===== src/rtl/digct_bist_pkg.sv =====
// digct_bist_pkg: shared types, sizes and the DigCt golden function for the BIST controller
package digct_bist_pkg;
  localparam int VEC_W = 5;
  localparam int NVEC = 32;
  typedef enum logic [1:0] {S_IDLE, S_RUN, S_DRAIN, S_DONE} state_t;
  // Returns {OUT3, OUT2, OUT1} for cell inputs v[0]=IN1 .. v[4]=IN5
  function automatic logic [2:0] digct_golden(input logic [VEC_W-1:0] v);
    return {~v[3] | v[2] | v[4], ~(v[1] & v[2]), v[0] | v[1] | ~v[2]};
  endfunction
endpackage


===== src/rtl/digct_bist_ctrl_if.sv =====
// digct_bist_ctrl_if: request/result handshake and cell-facing signals of the BIST controller
interface digct_bist_ctrl_if import digct_bist_pkg::*; #(parameter int ERR_W = 6);
  logic start, dir, hold, busy, done, pass;
  logic [VEC_W-1:0] vec, first_err;
  logic [2:0] dut_out;
  logic [ERR_W-1:0] err_cnt;
  modport master (output start, dir, hold, dut_out, input vec, busy, done, pass, err_cnt, first_err);
  modport slave (input start, dir, hold, dut_out, output vec, busy, done, pass, err_cnt, first_err);
endinterface


===== src/rtl/digct_bist_dly.sv =====
// digct_bist_dly: LAT-deep {valid, vec} delay line aligning issued vectors with the cell response
module digct_bist_dly import digct_bist_pkg::*; #(parameter int LAT = 1) (
  input  logic             clk_i,
  input  logic             rst_ni,
  input  logic             valid_i,
  input  logic [VEC_W-1:0] vec_i,
  output logic             valid_o,
  output logic [VEC_W-1:0] vec_o
);
  logic [LAT-1:0] valid_q;
  logic [LAT-1:0][VEC_W-1:0] vec_q;
  always_ff @(posedge clk_i or negedge rst_ni) begin
    if (!rst_ni) begin
      valid_q <= '0;
      vec_q <= '0;
    end else begin
      valid_q[0] <= valid_i;
      vec_q[0] <= vec_i;
      for (int i = 1; i < LAT; i++) begin
        valid_q[i] <= valid_q[i-1];
        vec_q[i] <= vec_q[i-1];
      end
    end
  end
  assign valid_o = valid_q[LAT-1];
  assign vec_o = vec_q[LAT-1];
endmodule


===== src/rtl/digct_bist_ctrl.sv =====
// digct_bist_ctrl: sweeps the DigCt input space, compares responses, reports count/pass via start/busy/done.
// Define DIGCT_BIST_FIRST_ERR_EN to keep the first-mismatch vector capture; otherwise FIRST_ERR reads 0.
module digct_bist_ctrl import digct_bist_pkg::*; #(
  parameter int LAT = 1,
  parameter int ERR_W = 6
) (
  input logic clk_i,
  input logic rst_ni,
  digct_bist_ctrl_if.slave bus
);
  localparam int CW = (LAT > 1) ? $clog2(LAT) : 1;
  state_t state_q;
  logic [VEC_W-1:0] vec_q, dvec;
  logic [ERR_W-1:0] err_q, err_d;
  logic [CW-1:0] cnt_q;
  logic dir_q, busy_q, done_q, pass_q, issue, last, dvalid, mis, accept;
  assign accept = state_q == S_IDLE && bus.start;
  assign issue = state_q == S_RUN && !bus.hold;
  assign last = vec_q == (dir_q ? '0 : VEC_W'(NVEC - 1));
  digct_bist_dly #(.LAT(LAT)) u_dly (
    .clk_i(clk_i), .rst_ni(rst_ni), .valid_i(issue), .vec_i(vec_q),
    .valid_o(dvalid), .vec_o(dvec)
  );
  assign mis = dvalid && bus.dut_out != digct_golden(dvec);
  assign err_d = (mis && err_q != '1) ? err_q + 1'b1 : err_q;
  always_ff @(posedge clk_i or negedge rst_ni) begin
    if (!rst_ni) begin
      state_q <= S_IDLE;
      vec_q <= '0;
      dir_q <= 1'b0;
      busy_q <= 1'b0;
      done_q <= 1'b0;
      pass_q <= 1'b0;
      err_q <= '0;
      cnt_q <= '0;
    end else begin
      err_q <= err_d;
      done_q <= 1'b0;
      case (state_q)
        S_IDLE: if (bus.start) begin
          state_q <= S_RUN;
          vec_q <= bus.dir ? '1 : '0;
          dir_q <= bus.dir;
          busy_q <= 1'b1;
          pass_q <= 1'b0;
          err_q <= '0;
        end
        S_RUN: if (!bus.hold) begin
          if (last) begin
            state_q <= S_DRAIN;
            cnt_q <= '0;
          end else vec_q <= dir_q ? vec_q - 1'b1 : vec_q + 1'b1;
        end
        S_DRAIN: if (cnt_q == CW'(LAT - 1)) begin
          // last in-flight compare lands on this edge, so judge PASS on err_d
          state_q <= S_DONE;
          busy_q <= 1'b0;
          done_q <= 1'b1;
          pass_q <= err_d == '0;
        end else cnt_q <= cnt_q + 1'b1;
        default: state_q <= S_IDLE;
      endcase
    end
  end
`ifdef DIGCT_BIST_FIRST_ERR_EN
  logic [VEC_W-1:0] first_q;
  logic seen_q;
  always_ff @(posedge clk_i or negedge rst_ni) begin
    if (!rst_ni) begin
      first_q <= '0;
      seen_q <= 1'b0;
    end else if (accept) begin
      first_q <= '0;
      seen_q <= 1'b0;
    end else if (mis && !seen_q) begin
      first_q <= dvec;
      seen_q <= 1'b1;
    end
  end
  assign bus.first_err = first_q;
`else
  assign bus.first_err = '0;
`endif
  assign bus.vec = vec_q;
  assign bus.busy = busy_q;
  assign bus.done = done_q;
  assign bus.pass = pass_q;
  assign bus.err_cnt = err_q;
endmodule


===== src/flat_wrapper.sv =====
// flat-port wrapper written by rule: the top's interface ports become plain ports
module digct_bist_ctrl_flat import digct_bist_pkg::*;
#(
  parameter int LAT = 1,
  parameter int ERR_W = 6
)
  (clk_i, rst_ni, bus_start, bus_dir, bus_hold, bus_dut_out, bus_vec, bus_busy, bus_done, bus_pass, bus_err_cnt, bus_first_err);
  digct_bist_ctrl_if #(.ERR_W(ERR_W)) bus_i ();
  input logic clk_i;
  input logic rst_ni;
  input wire logic [$bits(bus_i.start)-1:0] bus_start;
  input wire logic [$bits(bus_i.dir)-1:0] bus_dir;
  input wire logic [$bits(bus_i.hold)-1:0] bus_hold;
  input wire logic [$bits(bus_i.dut_out)-1:0] bus_dut_out;
  output wire logic [$bits(bus_i.vec)-1:0] bus_vec;
  output wire logic [$bits(bus_i.busy)-1:0] bus_busy;
  output wire logic [$bits(bus_i.done)-1:0] bus_done;
  output wire logic [$bits(bus_i.pass)-1:0] bus_pass;
  output wire logic [$bits(bus_i.err_cnt)-1:0] bus_err_cnt;
  output wire logic [$bits(bus_i.first_err)-1:0] bus_first_err;
  assign bus_i.start = bus_start;
  assign bus_i.dir = bus_dir;
  assign bus_i.hold = bus_hold;
  assign bus_i.dut_out = bus_dut_out;
  assign bus_vec = bus_i.vec;
  assign bus_busy = bus_i.busy;
  assign bus_done = bus_i.done;
  assign bus_pass = bus_i.pass;
  assign bus_err_cnt = bus_i.err_cnt;
  assign bus_first_err = bus_i.first_err;
  digct_bist_ctrl #(.LAT(LAT), .ERR_W(ERR_W)) u_core (.clk_i(clk_i), .rst_ni(rst_ni), .bus(bus_i));
endmodule

===== config.mk =====
export PLATFORM = sky130hd
export DESIGN_NAME = digct_bist_ctrl_flat
export DESIGN_NICKNAME = d
export VERILOG_FILES = /design/src/rtl/digct_bist_pkg.sv /design/src/rtl/digct_bist_ctrl_if.sv /design/src/rtl/digct_bist_dly.sv /design/src/rtl/digct_bist_ctrl.sv /design/src/flat_wrapper.sv
export SDC_FILE = /design/constraint.sdc
export NUM_CORES = 1
export LEC_CHECK = 0
export CAP_MARGIN = 15
export CORE_ASPECT_RATIO = 2
export CORE_MARGIN = 2
export CORE_UTILIZATION = 50
export DETAILED_ROUTE_END_ITERATION = 10
export HOLD_SLACK_MARGIN = 0.05
export PLACE_DENSITY = 0.77
export SLEW_MARGIN = 20
export SYNTH_ARGS = -nofsm -noshare
export SYNTH_HDL_FRONTEND = slang
export SYNTH_SLANG_ARGS = --single-unit

===== constraint.sdc =====
create_clock -name clk_i -period 3.45 [get_ports clk_i]
set_input_delay 1.035 -clock clk_i [delete_from_list [all_inputs] [get_ports clk_i]]
set_output_delay 1.035 -clock clk_i [all_outputs]
set_load 0.03 [all_outputs]

[Yosys cells after proc, flatten, opt, wreduce, memory -nomap -nowiden]
Cells that the tools add are included.
Word-level totals
  bits in registers: 24
  latch bits: 0
  RAM bits: 0
  bits in read-only memories: 0
  input bits: 8
  word-level logic and storage cells: 73
  memories kept: 0
Operators by class
  add/subtract/negate cells: 4
  multiply operators: 0
  divide/modulo/power cells: 0
  magnitude comparators: 0
  eq/ne operators: 10
  shift-type cells: 0
  muxes and demuxes: 27
  bitwise operators: 8
  reductions and logical operators: 14
Operators by type and width (number)
  2-to-1 mux 5 bit: 6
  2-to-1 mux 6 bit: 3
  one-hot mux 5 bit (2 select lines): 1
  2-to-1 mux 1 bit: 9
  2-to-1 mux 2 bit: 4
  inequality test 2 bit, second input constant: 4
  AND reduction 4 bit: 2
  adder 6 x 1 -> 6 bit, second input constant: 1
  zero test 6 bit: 1
  inequality test 6 bit, second input constant: 1
  one-hot mux 1 bit (2 select lines): 3
  one-hot mux 2 bit (3 select lines): 1
  AND reduction 3 bit: 2
  nonzero test 2 bit: 3
  adder 5 x 1 -> 5 bit, second input constant: 1
  == test 5 bit: 1
  subtractor 5 x 1 -> 5 bit, second input constant: 1
  OR 1 bit: 4
  logical AND 1 bit: 3
  inequality test 3 bit: 1
  NOT 1 bit: 3
  == test 2 x 1 -> 1 bit, second input constant: 1
  == test 2 bit, second input constant: 1
  zero test 2 bit: 1
  other kinds (5): 5

[Longest topological paths before layout]
Gate-level depths: netlist (run 1).
  depth after elaboration: 10
  depth in mapped cells: 8

[Hierarchy]
Synthesis (run 1) repeated with hierarchy kept, for this count alone.
Second synthesis, totals
  cells, all modules: 146
  area, all modules: 1382.6 µm²
By module, submodules not included
  digct_bist_ctrl: times used 1, cells an instance 140, area an instance 1232.4 µm², sequential area each 425.4 µm²
  digct_bist_dly: times used 1, cells an instance 6, area an instance 150.1 µm², sequential area each 150.1 µm²

[Worst setup path after synthesis (run 1)]
Ideal clock, no wire load.
  path kind: in2reg
  start: input port bus_dut_out[0]
  end: register u_core.pass_q (netlist: u_core.bus.pass)
  setup time: 0.092 ns
  arrival: 2.213 ns
  slack: 1.146 ns
  cell stages on the path: 6
  path buffers: 0
  cell sequence: and3b_1 o21ai_1 a22oi_4 nor3_2 mux2_4 o31ai_2
On the way
  cells in the longest elaborated chain, start to end: 7
RTL lines
  from (decl): RTL line flat_wrapper.sv:14  | input wire logic [$bits(bus_i.dut_out)-1:0] bus_dut_out;
  inequality test 3 bit: RTL line digct_bist_ctrl.sv:24  | assign mis = dvalid && bus.dut_out != digct_golden(dvec);
  logical AND 1 bit: RTL line digct_bist_ctrl.sv:24
  logical AND 1 bit: RTL line digct_bist_ctrl.sv:25  | assign err_d = (mis && err_q != '1) ? err_q + 1'b1 : err_q;
  2-to-1 mux 6 bit: RTL line digct_bist_ctrl.sv:25
  zero test 6 bit: RTL line digct_bist_ctrl.sv:59  | pass_q <= err_d == '0;
  2-to-1 mux 1 bit: RTL line digct_bist_ctrl.sv:54  | S_DRAIN: if (cnt_q == CW'(LAT - 1)) begin
  one-hot mux 1 bit (2 select lines): RTL line digct_bist_ctrl.sv:39  | case (state_q)
  to (signal assigned): RTL line digct_bist_ctrl.sv:33  | pass_q <= 1'b0;
  to (signal assigned): RTL line digct_bist_ctrl.sv:45  | pass_q <= 1'b0;
  to (signal assigned): RTL line digct_bist_ctrl.sv:59
  to (decl): RTL line digct_bist_ctrl.sv:16  | logic dir_q, busy_q, done_q, pass_q, issue, last, dvalid, mis, accept;
No other way between the ends. The select of a mux whose other input is x is not followed.
A chain may end at the register's enable or synchronous reset.

[Final worst setup path (run 1)]
  start: input port bus_dut_out[1]
  end: register u_core.pass_q (netlist: u_core.bus.pass)
Same word-level chain as after synthesis.

==> impl_metrics.ini, run 1 <==
[worst_hold_path]
hold_path_class = register to register

[final_layout]
fin_util_pct = 61.4
leading_cell_types_in_the_layout_fill_and_taps_excluded = 23 x sky130_fd_sc_hd__dfrtp_1, 21 x sky130_fd_sc_hd__clkdlybuf4s50_1, 14 x sky130_fd_sc_hd__nand2_1, 11 x sky130_fd_sc_hd__nor2_1, 9 x sky130_fd_sc_hd__o21ai_0
final_cell_count_no_fill = 195
antenna-diode-count = 0
commonest_non_fill_non_tap_cell_in_the_layout = sky130_fd_sc_hd__dfrtp_1
num-nets-final = 184
drive_above_1_share_pct = 7.23
area_growth_pct = 19.4
layout.filler_cells = 254

[worst_setup_path]
critical_path.max_fanout = 10
critical_path.cell_chain = clkdlybuf4s50_1 -> and3b_1 -> o21ai_1 -> a22oi_4 -> nor3_2 -> mux2_4 -> o31ai_2
timing.setup.critical_path_class = input port to register
critPathSlowestCell = sky130_fd_sc_hd__clkdlybuf4s50_1
worst_ep_arrival_time_ns = 2.84
startpoint_type = input port
worst_path_largest_cell_delay_ns = 0.49
crit_path_end_kind = register
timing.critical_path.required_ns = 3.63

[die]
die_x_um = 41.3
initial_utilization_pct = 51.4
design.die.area_um2 = 3240
floorplan.io_pins = 27
placementRows = 27
core_um2 = 2700
die_height_um = 78.6

[clocking]
post_cts.resized_instances = 0
clk_pin_slew_ns = 0.08
cts_sinks = 23
post_cts_buffers = 0
clk-insertion-delay-late_ns = 0.27
numCtsBuffers = 3
htree_num_levels = 1
clock_tree.buffer_depth = 2
cts_tree = done
cts-root-buf = sky130_fd_sc_hd__clkbuf_8
cts-hold-fix-buffers = 0

[synth]
synth-main-ff-cell = sky130_fd_sc_hd__dfrtp_1
synth.cell_area_um2 = 1390
async_flop_share_pct = 100
yosys_register_bits = 23
synth_warnings = 0
synth_enable_flop_cells = 0
ys_seq_area_share_pct = 41.4
synth_cell_type_count = 44
synthCells = 143
avgSynthCellArea_um2 = 9.72

[timing]
skew_ns = 0.00798
timing.setup.tns_ns = 0
fin_ws_ns = 0.794
setup_viol = 0
grt_setup_unrepaired = no
finalCritPeriodShare_pct = 77.0
fmax_mhz = 377
final-max-slew-violation-count = 0
finalHoldViolations = 0
time_the_worst_path_needs_with_i_o_delays_and_setup_ns = 2.66

[run_status]
status = complete, no violations

[detailed_routing]
detail-route-antenna-nets = 0
drt_wl_total_um = 2750
dr_total_vias = 1079
drt-initial-drc-count = 20
route.detailed.vias_per_inst = 5.53
avgRoutedWirePerCell_um = 14.1
drtPass1Iterations = 4
detail_route.drc_violations = 0

[global_route]
grt_first_pass_wirelength_um = 4530
first_global_vias = 1069
grt_start_max_net_pins = 24
grtUsageTotal_pct = 19.7
antenna_violations_before_repair = 0
grt_remaining_overflow = 0

[power_and_ir_drop]
power.density_nw_per_um2 = 949
p_leak_nw = 0.738
irDropWorstVdd_v = 0.000598
finalPower_mw = 1.57

[placement]
gp_routability_congestion = 0.802
dp_hpwl_um = 2150
minimum_setup_slack_after_placement_ns = 0.502
io_buffers = 21
dpl.cell_count = 191

[flow_run]
drv.max_cap_violation_count = 0
## kinds of logic (layout without fill, tap and decap cells)
logic type               count (synthesis)  count (layout)  synth area share (%)
flip-flops                              23              23                  41.4
buffers and inverters                   14              33                  5.13
multiplexers                             4               4                  3.33
AND/OR/NAND/NOR                         51              51                  19.9
adder cells (fa/ha/maj)                  9               9                  8.64
AO/OA/AOI/OAI                           35              35                  17.6
other                                    1               5                 0.270
XOR/XNOR                                 6               6                  3.78
## power breakdown
part           internal, mW  switching [mW]  total (mW)
combinational         0.401           0.510       0.911
sequential            0.383           0.112       0.495
clock                0.0825          0.0855       0.168
## path summary, 6_finish.rpt
kind | startpoint | end | slack (ns) | depth (start not counted)
setup / recovery | bus_dut_out[1] | u_core.bus.pass$_DFFE_PN0P_ | 0.79 | 7
hold / removal | u_core.bus.vec[3]$_DFFE_PN0P_ | u_core.u_dly.vec_o[3]$_DFF_PN0_ | 0.45 | 0
hold reg to reg | u_core.bus.vec[3]$_DFFE_PN0P_ | u_core.u_dly.vec_o[3]$_DFF_PN0_ | 0.45 | 0
setup reg to reg | u_core.dir_q$_DFFE_PN0P_ | u_core.bus.vec[4]$_DFFE_PN0P_ | 1.34 | 7
min in group asynchronous | rst_ni | u_core.bus.done$_DFF_PN0_ | 1.11 | 2
max in group asynchronous | rst_ni | u_core.u_dly.vec_o[4]$_DFF_PN0_ | 2.10 | 2
## registers in the layout (all words and copies together), names as in the netlist
signal	cells
u_core.u_dly.valid_o	1
u_core.dir_q	1
u_core.bus.pass	1
u_core.bus.err_cnt	6
u_core.bus.vec	5
u_core.state_q	2
u_core.bus.done	1
u_core.u_dly.vec_o	5
u_core.bus.busy	1
## layer usage
metal,vias up,part of all wire (%),track usage [%],wire length (µm)
met5,-,0,0,0
met4,0,2.8,8.71,76
met3,6,2.5,1.98,68
met2,19,56,34.4,1550
met1,522,38,21.9,1050
li1,532,-,-,-
## cells in the mapped netlist (2+ instances only)
cell type	number	area [µm²]
sky130_fd_sc_hd__nand2b_1	3	18.8
sky130_fd_sc_hd__and2_1	2	12.5
sky130_fd_sc_hd__a22oi_1	2	15.0
sky130_fd_sc_hd__mux2i_1	2	20.0
sky130_fd_sc_hd__ha_1	8	100
sky130_fd_sc_hd__nand2_1	14	52.6
sky130_fd_sc_hd__o21a_1	2	15.0
sky130_fd_sc_hd__nor2_1	11	41.3
sky130_fd_sc_hd__inv_1	7	26.3
sky130_fd_sc_hd__xnor2_1	6	52.6
sky130_fd_sc_hd__buf_4	5	37.5
sky130_fd_sc_hd__nor3_1	4	20.0
sky130_fd_sc_hd__a21o_1	2	15.0
sky130_fd_sc_hd__dfrtp_1	23	576
sky130_fd_sc_hd__o21ai_0	9	45.0
sky130_fd_sc_hd__a21oi_1	8	40.0
sky130_fd_sc_hd__clkbuf_1	2	7.51
sky130_fd_sc_hd__o22ai_1	2	12.5
sky130_fd_sc_hd__nor2b_1	6	37.5
## final cells by class
type | count | area, µm² | share of cell area (%)
repair buffers | 22 | 218 | 13.1
well taps | 29 | 36.3 | 2.19
clock buffers | 4 | 45.0 | 2.71
inverters | 7 | 26.3 | 1.58
multi-input cells | 110 | 758 | 45.7
flip-flops and latches | 23 | 576 | 34.7
## critical path: cells and delay by family
family / cells / cell delay, ns
buf+inv: 1 / 0.49
compound gates: 3 / 0.56
mux: 1 / 0.33
simple gates: 2 / 0.41
## per-stage QoR
| step | area [µm²] | hold WS (ns) |
|---|---|---|
| after floorplan | 1410 | 0.533 |
| after global placement | 1610 | 0.423 |
| after detailed placement | 1610 | 0.425 |
| after CTS | 1660 | 0.442 |
| after global routing | 1660 | 0.474 |
| final | 1660 | 0.448 |
(Power assumes the default switching activity.)
==> run 2, diff against run 1 <==
--- a/config.mk
+++ b/config.mk
@@ -8,10 +8,10 @@
 export CAP_MARGIN = 15
 export CORE_ASPECT_RATIO = 2
 export CORE_MARGIN = 2
-export CORE_UTILIZATION = 50
+export CORE_UTILIZATION = 46
 export DETAILED_ROUTE_END_ITERATION = 10
 export HOLD_SLACK_MARGIN = 0.05
-export PLACE_DENSITY = 0.77
+export PLACE_DENSITY = 0.75
 export SLEW_MARGIN = 20
 export SYNTH_ARGS = -nofsm -noshare
 export SYNTH_HDL_FRONTEND = slang
==> constraint.sdc (replaced) <==
create_clock -name clk_i -period 2.35 [get_ports clk_i]
set_input_delay 0.705 -clock clk_i [delete_from_list [all_inputs] [get_ports clk_i]]
set_output_delay 0.705 -clock clk_i [all_outputs]
set_load 0.03 [all_outputs]
==> run 2 against run 1 <==
  * Setup slack got worse by 0.66 ns
  * Largest cell class unchanged
  * Critical endpoint unchanged
  * Highest routed layer unchanged
  * Worst hold slack gained 0.013 ns
  * Combinational power is 54% higher
  * Critical path type unchanged
  * Critical path depth stayed put
==> impl_metrics.ini, run 2 (synthesized netlist as in run 1, its figures left out) <==
[power_and_ir_drop]
p_switching_mw = 1.06
clock_power_share_pct = 10.5
power_frac_seq_pct = 30.8
irDropWorstVdd_v = 0.000846
swShare_pct = 44.4
p_leak_nw = 0.762
p_comb_share_pct = 58.7
finalPower_mw = 2.39
internal-power_mw = 1.33
power.density_nw_per_um2 = 1400

[global_route]
grtUsageTotal_pct = 18.1
antenna_violations_before_repair = 0
grt_first_pass_wirelength_um = 4790
grt_start_max_net_pins = 24
grt_remaining_overflow = 0
first_global_vias = 1131

[detailed_routing]
detail-route-antenna-nets = 0
drt-initial-drc-count = 18
drt_wl_total_um = 2910
dr_total_vias = 1102
avgRoutedWirePerCell_um = 14.5
route.detailed.vias_per_inst = 5.48
detail_route.drc_violations = 0
drtPass1Iterations = 4

[timing]
time_the_worst_path_needs_with_i_o_delays_and_setup_ns = 2.21
skew_ns = 0.00534
finalHoldViolations = 0
fmax_mhz = 452
grt_setup_unrepaired = no
setup_viol = 0
final-max-slew-violation-count = 0
finalCritPeriodShare_pct = 94.2

[clocking]
cts_sinks = 23
cts_tree = done
clk-insertion-delay-late_ns = 0.27
numCtsBuffers = 3
htree_num_levels = 1
cts-root-buf = sky130_fd_sc_hd__clkbuf_8
clk_pin_slew_ns = 0.08
cts-hold-fix-buffers = 0
clock_tree.buffer_depth = 2

[worst_setup_path]
worstRegToRegCells = 7
crit-reg2reg-capture = u_core.bus.vec[4]$_DFFE_PN0P_
timing.critical_path.required_ns = 2.54
r2r_slack_ns = 0.21
critical_path.max_fanout = 4
critPathSlowestCell = sky130_fd_sc_hd__clkdlybuf4s50_1
timing.setup.critical_path_class = input port to register
startpoint_type = input port
crit_path_end_kind = register
worst_ep_arrival_time_ns = 2.40
worstReg2RegStart = u_core.dir_q$_DFFE_PN0P_
critical_path.cell_chain = clkdlybuf4s50_1 -> and3b_1 -> o21ai_2 -> a22oi_4 -> nor3_2 -> mux2_4 -> o31ai_2
worst_path_largest_cell_delay_ns = 0.49

[die]
die_height_um = 81.7
die_x_um = 42.9
core_um2 = 2910
initial_utilization_pct = 47.8
design.die.area_um2 = 3500
floorplan.io_pins = 27
placementRows = 28

[placement]
dpl.cell_count = 197
dp_hpwl_um = 2210
gp_routability_congestion = 0.859
dpl-instance-area_um2 = 1650
io_buffers = 21

[final_layout]
antenna-diode-count = 0
leading_cell_types_in_the_layout_fill_and_taps_excluded = 23 x sky130_fd_sc_hd__dfrtp_1, 21 x sky130_fd_sc_hd__clkdlybuf4s50_1, 14 x sky130_fd_sc_hd__nand2_1, 11 x sky130_fd_sc_hd__nor2_1, 9 x sky130_fd_sc_hd__o21ai_0
layout.filler_cells = 272
drive_above_1_share_pct = 10.5
commonest_non_fill_non_tap_cell_in_the_layout = sky130_fd_sc_hd__dfrtp_1
area_growth_pct = 22.4
largest_reg_flops = 6
num-nets-final = 189
final_design_area_no_fill_um2 = 1700
final_cell_count_no_fill = 201

[run_status]
status = complete, no violations

[worst_hold_path]
hold_start = u_core.bus.vec[2]$_DFFE_PN0P_
hold_path_class = register to register
hold_end = u_core.u_dly.vec_o[2]$_DFF_PN0_
hold_depth = 0

[flow_run]
drv.max_cap_violation_count = 0
-- run 2: changes by cell type in the layout (fill, tap and decap cells not counted), sizes merged --
cell,previous run,this run
buf,1,6
-- run 2: critical path, delay by kind of cell --
family | cells | cell delay (ns)
buffers and inverters | 1 | 0.49
AO/OA/AOI/OAI | 3 | 0.47
AND/OR/NAND/NOR | 2 | 0.40
multiplexers | 1 | 0.33
-- run 2: per-layer routing --
metal  routed length [µm]  part of all wire, %  vias to the layer above  GRT usage (%)
met5                    0                    0                        -              0
met4                   65                  2.2                        0           9.38
met3                   57                  2.0                        6           1.98
met2                 1710                   59                       13           33.8
met1                 1080                   37                      541           19.5
li1                     -                    -                      542              -
-- run 2: power groups by stage --
| stage | Clock (mW) | Sequential [mW] | Combinational, mW |
|---|---|---|---|
| 2_1_floorplan | 0 | 0.869 | 0.812 |
| 3_3_place_gp | 0 | 0.724 | 1.35 |
| 3_5_place_dp | 0 | 0.742 | 1.39 |
| 4_1_cts | 0.253 | 0.737 | 1.41 |
| 5_1_grt | 0.266 | 0.760 | 1.53 |
| 6_report | 0.250 | 0.736 | 1.40 |
-- run 2: through the flow --
step / hold slack, ns / worst slack (ns) / utilization, % / setup TNS, ns
after floorplan: 0.409 / 0.274 / - / 0
after global placement: 0.432 / -0.142 / 56.8 / -0.434
after detailed placement: 0.443 / -0.200 / 56.8 / -0.811
after CTS: 0.461 / 0.0738 / 58.4 / 0
after global routing: 0.475 / 0.0126 / 58.5 / 0
final: 0.461 / 0.137 / 58.5 / 0
-- run 2: worst max-delay path by stage --
stage	start	end	slack, ns	cells past startpoint
after global routing	bus_dut_out[1]	u_core.bus.err_cnt[2]$_DFF_PN0_	0.01	8
after detailed placement	bus_dut_out[1]	u_core.bus.pass$_DFFE_PN0P_	-0.20	7
after global placement	bus_dut_out[1]	u_core.bus.pass$_DFFE_PN0P_	-0.14	7
final	bus_dut_out[1]	u_core.bus.pass$_DFFE_PN0P_	0.14	7
after floorplan	u_core.bus.vec[2]$_DFFE_PN0P_	u_core.bus.vec[4]$_DFFE_PN0P_	0.27	7
after CTS	bus_dut_out[1]	u_core.bus.pass$_DFFE_PN0P_	0.07	7
-- run 2: repair_timing --
action                                  CTS  global route
hold endpoints to repair                  0             0
resized for setup                         0             1
buffers inserted                          0             0
endpoints found under the setup margin    0             1
-- run 2: cell type report --
cell class                 instances  area, µm²  share of cell area, %
clock buffer                       4       45.0                   2.65
sequential                        23        576                   33.8
timing repair buffer              27        255                   15.0
inverter                           7       26.3                   1.54
multi-input combinational        110        762                   44.8
tap                               30       37.5                   2.21
==> run 3, diff against run 2 <==
--- a/config.mk
+++ b/config.mk
@@ -8,11 +8,13 @@
 export CAP_MARGIN = 15
 export CORE_ASPECT_RATIO = 2
 export CORE_MARGIN = 2
-export CORE_UTILIZATION = 46
+export CORE_UTILIZATION = 45
 export DETAILED_ROUTE_END_ITERATION = 10
 export HOLD_SLACK_MARGIN = 0.05
-export PLACE_DENSITY = 0.75
+export PLACE_DENSITY = 0.74
+export RECOVER_POWER = 25
 export SLEW_MARGIN = 20
 export SYNTH_ARGS = -nofsm -noshare
 export SYNTH_HDL_FRONTEND = slang
 export SYNTH_SLANG_ARGS = --single-unit
+export TNS_END_PERCENT = 1
==> run 3 against run 2 <==
  * Critical path type unchanged
  * Sequential power fell by 1%
  * Sequential cell count did not move
  * Global-route usage fell by 0.84 points
  * Non-clock buffer count did not move
  * Maximum frequency fell by 2.1%
  * Routed wire length fell by 4.8%
  * Highest routed layer unchanged
  * Clock skew fell by 0.0024 ns
  * Register-to-register slack barely moved
  * Sequential share of layout area did not move
  * Critical path depth did not move
  * Cell count did not move
  * Worst hold slack got worse by 0.016 ns
==> impl_metrics.ini, run 3 (synthesized netlist as in run 1, its figures left out) <==
[timing]
grt_setup_unrepaired = yes
finalCritPeriodShare_pct = 96.2
time_the_worst_path_needs_with_i_o_delays_and_setup_ns = 2.26
fmax_mhz = 442
skew_ns = 0.00292
setup_viol = 0
slew_headroom_pct = 15.0
fin_ws_ns = 0.0901
tightestPinTransition_ns = 1.28
finalHoldViolations = 0
final-max-slew-violation-count = 0
final.hold.worst_slack_ns = 0.445
timing.setup.tns_ns = 0

[clocking]
clock_tree.buffer_depth = 2
htree_num_levels = 1
cts-root-buf = sky130_fd_sc_hd__clkbuf_8
clk_pin_slew_ns = 0.08
cts-hold-fix-buffers = 0
cts_sinks = 23
post_cts_buffers = 0
post_cts.resized_instances = 0
cts_tree = done
numCtsBuffers = 3
clk-insertion-delay-late_ns = 0.26

[placement]
io_buffers = 21
dpl.cell_count = 197
gp_routability_congestion = 0.873
dpl-instance-area_um2 = 1650
dp_hpwl_um = 2190
minimum_setup_slack_after_placement_ns = -0.188

[final_layout]
multi_input_area_um2 = 764
final_design_area_no_fill_um2 = 1700
antenna-diode-count = 0
area_growth_pct = 22.4
leading_cell_types_in_the_layout_fill_and_taps_excluded = 23 x sky130_fd_sc_hd__dfrtp_1, 20 x sky130_fd_sc_hd__clkdlybuf4s50_1, 14 x sky130_fd_sc_hd__nand2_1, 11 x sky130_fd_sc_hd__nor2_1, 9 x sky130_fd_sc_hd__o21ai_0
num-nets-final = 189
fin_util_pct = 57.8
commonest_non_fill_non_tap_cell_in_the_layout = sky130_fd_sc_hd__dfrtp_1
largest_reg_flops = 6
final_cell_count_no_fill = 201
final-seq-area_um2 = 576
drive_above_1_share_pct = 10.5
layout.filler_cells = 277

[power_and_ir_drop]
internal-power_mw = 1.32
power.density_nw_per_um2 = 1390
finalPower_mw = 2.36
clock_power_share_pct = 10.3
irDropWorstVdd_v = 0.000668
power_frac_seq_pct = 30.9
p_switching_mw = 1.04
p_comb_share_pct = 58.9
p_leak_nw = 0.762
swShare_pct = 44.0

[global_route]
first_global_vias = 1152
grt_first_pass_wirelength_um = 4660
grt_start_max_net_pins = 24
grt_remaining_overflow = 0
grtUsageTotal_pct = 17.3
antenna_violations_before_repair = 0

[detailed_routing]
drt-initial-drc-count = 14
route.detailed.vias_per_inst = 5.45
dr_total_vias = 1096
detail_route.drc_violations = 0
avgRoutedWirePerCell_um = 13.8
detail-route-antenna-nets = 0
drt_wl_total_um = 2770
drtPass1Iterations = 4

[die]
core_um2 = 2940
placementRows = 28
initial_utilization_pct = 47.2
die_x_um = 43.3
floorplan.io_pins = 27
die_height_um = 82.6
design.die.area_um2 = 3580

[worst_setup_path]
critPathSlowestCell = sky130_fd_sc_hd__clkdlybuf4s50_1
crit_path_end_kind = register
startpoint_type = input port
timing.critical_path.required_ns = 2.53
critical_path.cell_chain = clkdlybuf4s50_1 -> and3b_1 -> o21ai_1 -> a22oi_4 -> nor3_2 -> mux2_4 -> o31ai_2
worst_path_largest_cell_delay_ns = 0.49
timing.setup.critical_path_class = input port to register
sum_of_buffers_and_inverters_on_the_critical_path = 1
critical_path.max_fanout = 4
path_delay_family = compound AO/OA/AOI/OAI gates
worst_ep_arrival_time_ns = 2.44

[worst_hold_path]
hold_path_class = register to register

[flow_run]
drv.max_cap_violation_count = 0

[run_status]
status = complete, no violations
[run 3: cell count changes in the layout (fill, tap and decap cells not counted), sizes merged]
cell           delta
dlygate4sd3       +1
clkinv            +1
buf               -1
clkdlybuf4s50     -1
[run 3: path summary, 6_finish.rpt]
check / from / to / slack [ns] / depth (start not counted)
worst max-delay path: bus_dut_out[1] / u_core.bus.pass$_DFFE_PN0P_ / 0.09 / 7
worst min-delay path: u_core.bus.vec[1]$_DFFE_PN0P_ / u_core.u_dly.vec_o[1]$_DFF_PN0_ / 0.45 / 0
worst max register to register: u_core.dir_q$_DFFE_PN0P_ / u_core.bus.vec[4]$_DFFE_PN0P_ / 0.22 / 7
worst min register to register: u_core.bus.vec[1]$_DFFE_PN0P_ / u_core.u_dly.vec_o[1]$_DFF_PN0_ / 0.45 / 0
max in group asynchronous: rst_ni / u_core.dir_q$_DFFE_PN0P_ / 0.37 / 2
min in group asynchronous: rst_ni / u_core.bus.done$_DFF_PN0_ / 1.24 / 2
[run 3: metal layers]
layer	vias to the layer above	track usage (%)	share of wire, %
met2	13	33.1	57
met1	534	17.5	39
li1	545	-	-
met3	4	2.39	1.7
met5	-	0	0
met4	0	8.79	1.8
[run 3: area by class of cell]
cell class / instances / share of cell area, %
Inverter: 7 / 1.54
Sequential cell: 23 / 33.8
Clock buffer: 3 / 2.43
Multi-Input combinational cell: 110 / 44.9
Tap cell: 30 / 2.21
Clock inverter: 1 / 0.294
Timing Repair Buffer: 27 / 14.8
[run 3: power by group through the flow]
stage          clock (mW)  sequential [mW]  combinational [mW]
2_1_floorplan           0            0.869               0.812
3_3_place_gp            0            0.724                1.35
3_5_place_dp            0            0.738                1.40
4_1_cts             0.251            0.730                1.40
5_1_grt             0.264            0.755                1.54
6_report            0.243            0.729                1.39
[run 3: worst register-to-register path: stages (launching register included)]
cell and delay (ns):
sky130_fd_sc_hd__dfrtp_1 0.47, sky130_fd_sc_hd__ha_1 0.38, sky130_fd_sc_hd__nor2b_1 0.16, sky130_fd_sc_hd__o21a_1 0.17
sky130_fd_sc_hd__or3_1 0.32, sky130_fd_sc_hd__and3_1 0.19, sky130_fd_sc_hd__a21o_1 0.17, sky130_fd_sc_hd__a22oi_1 0.19
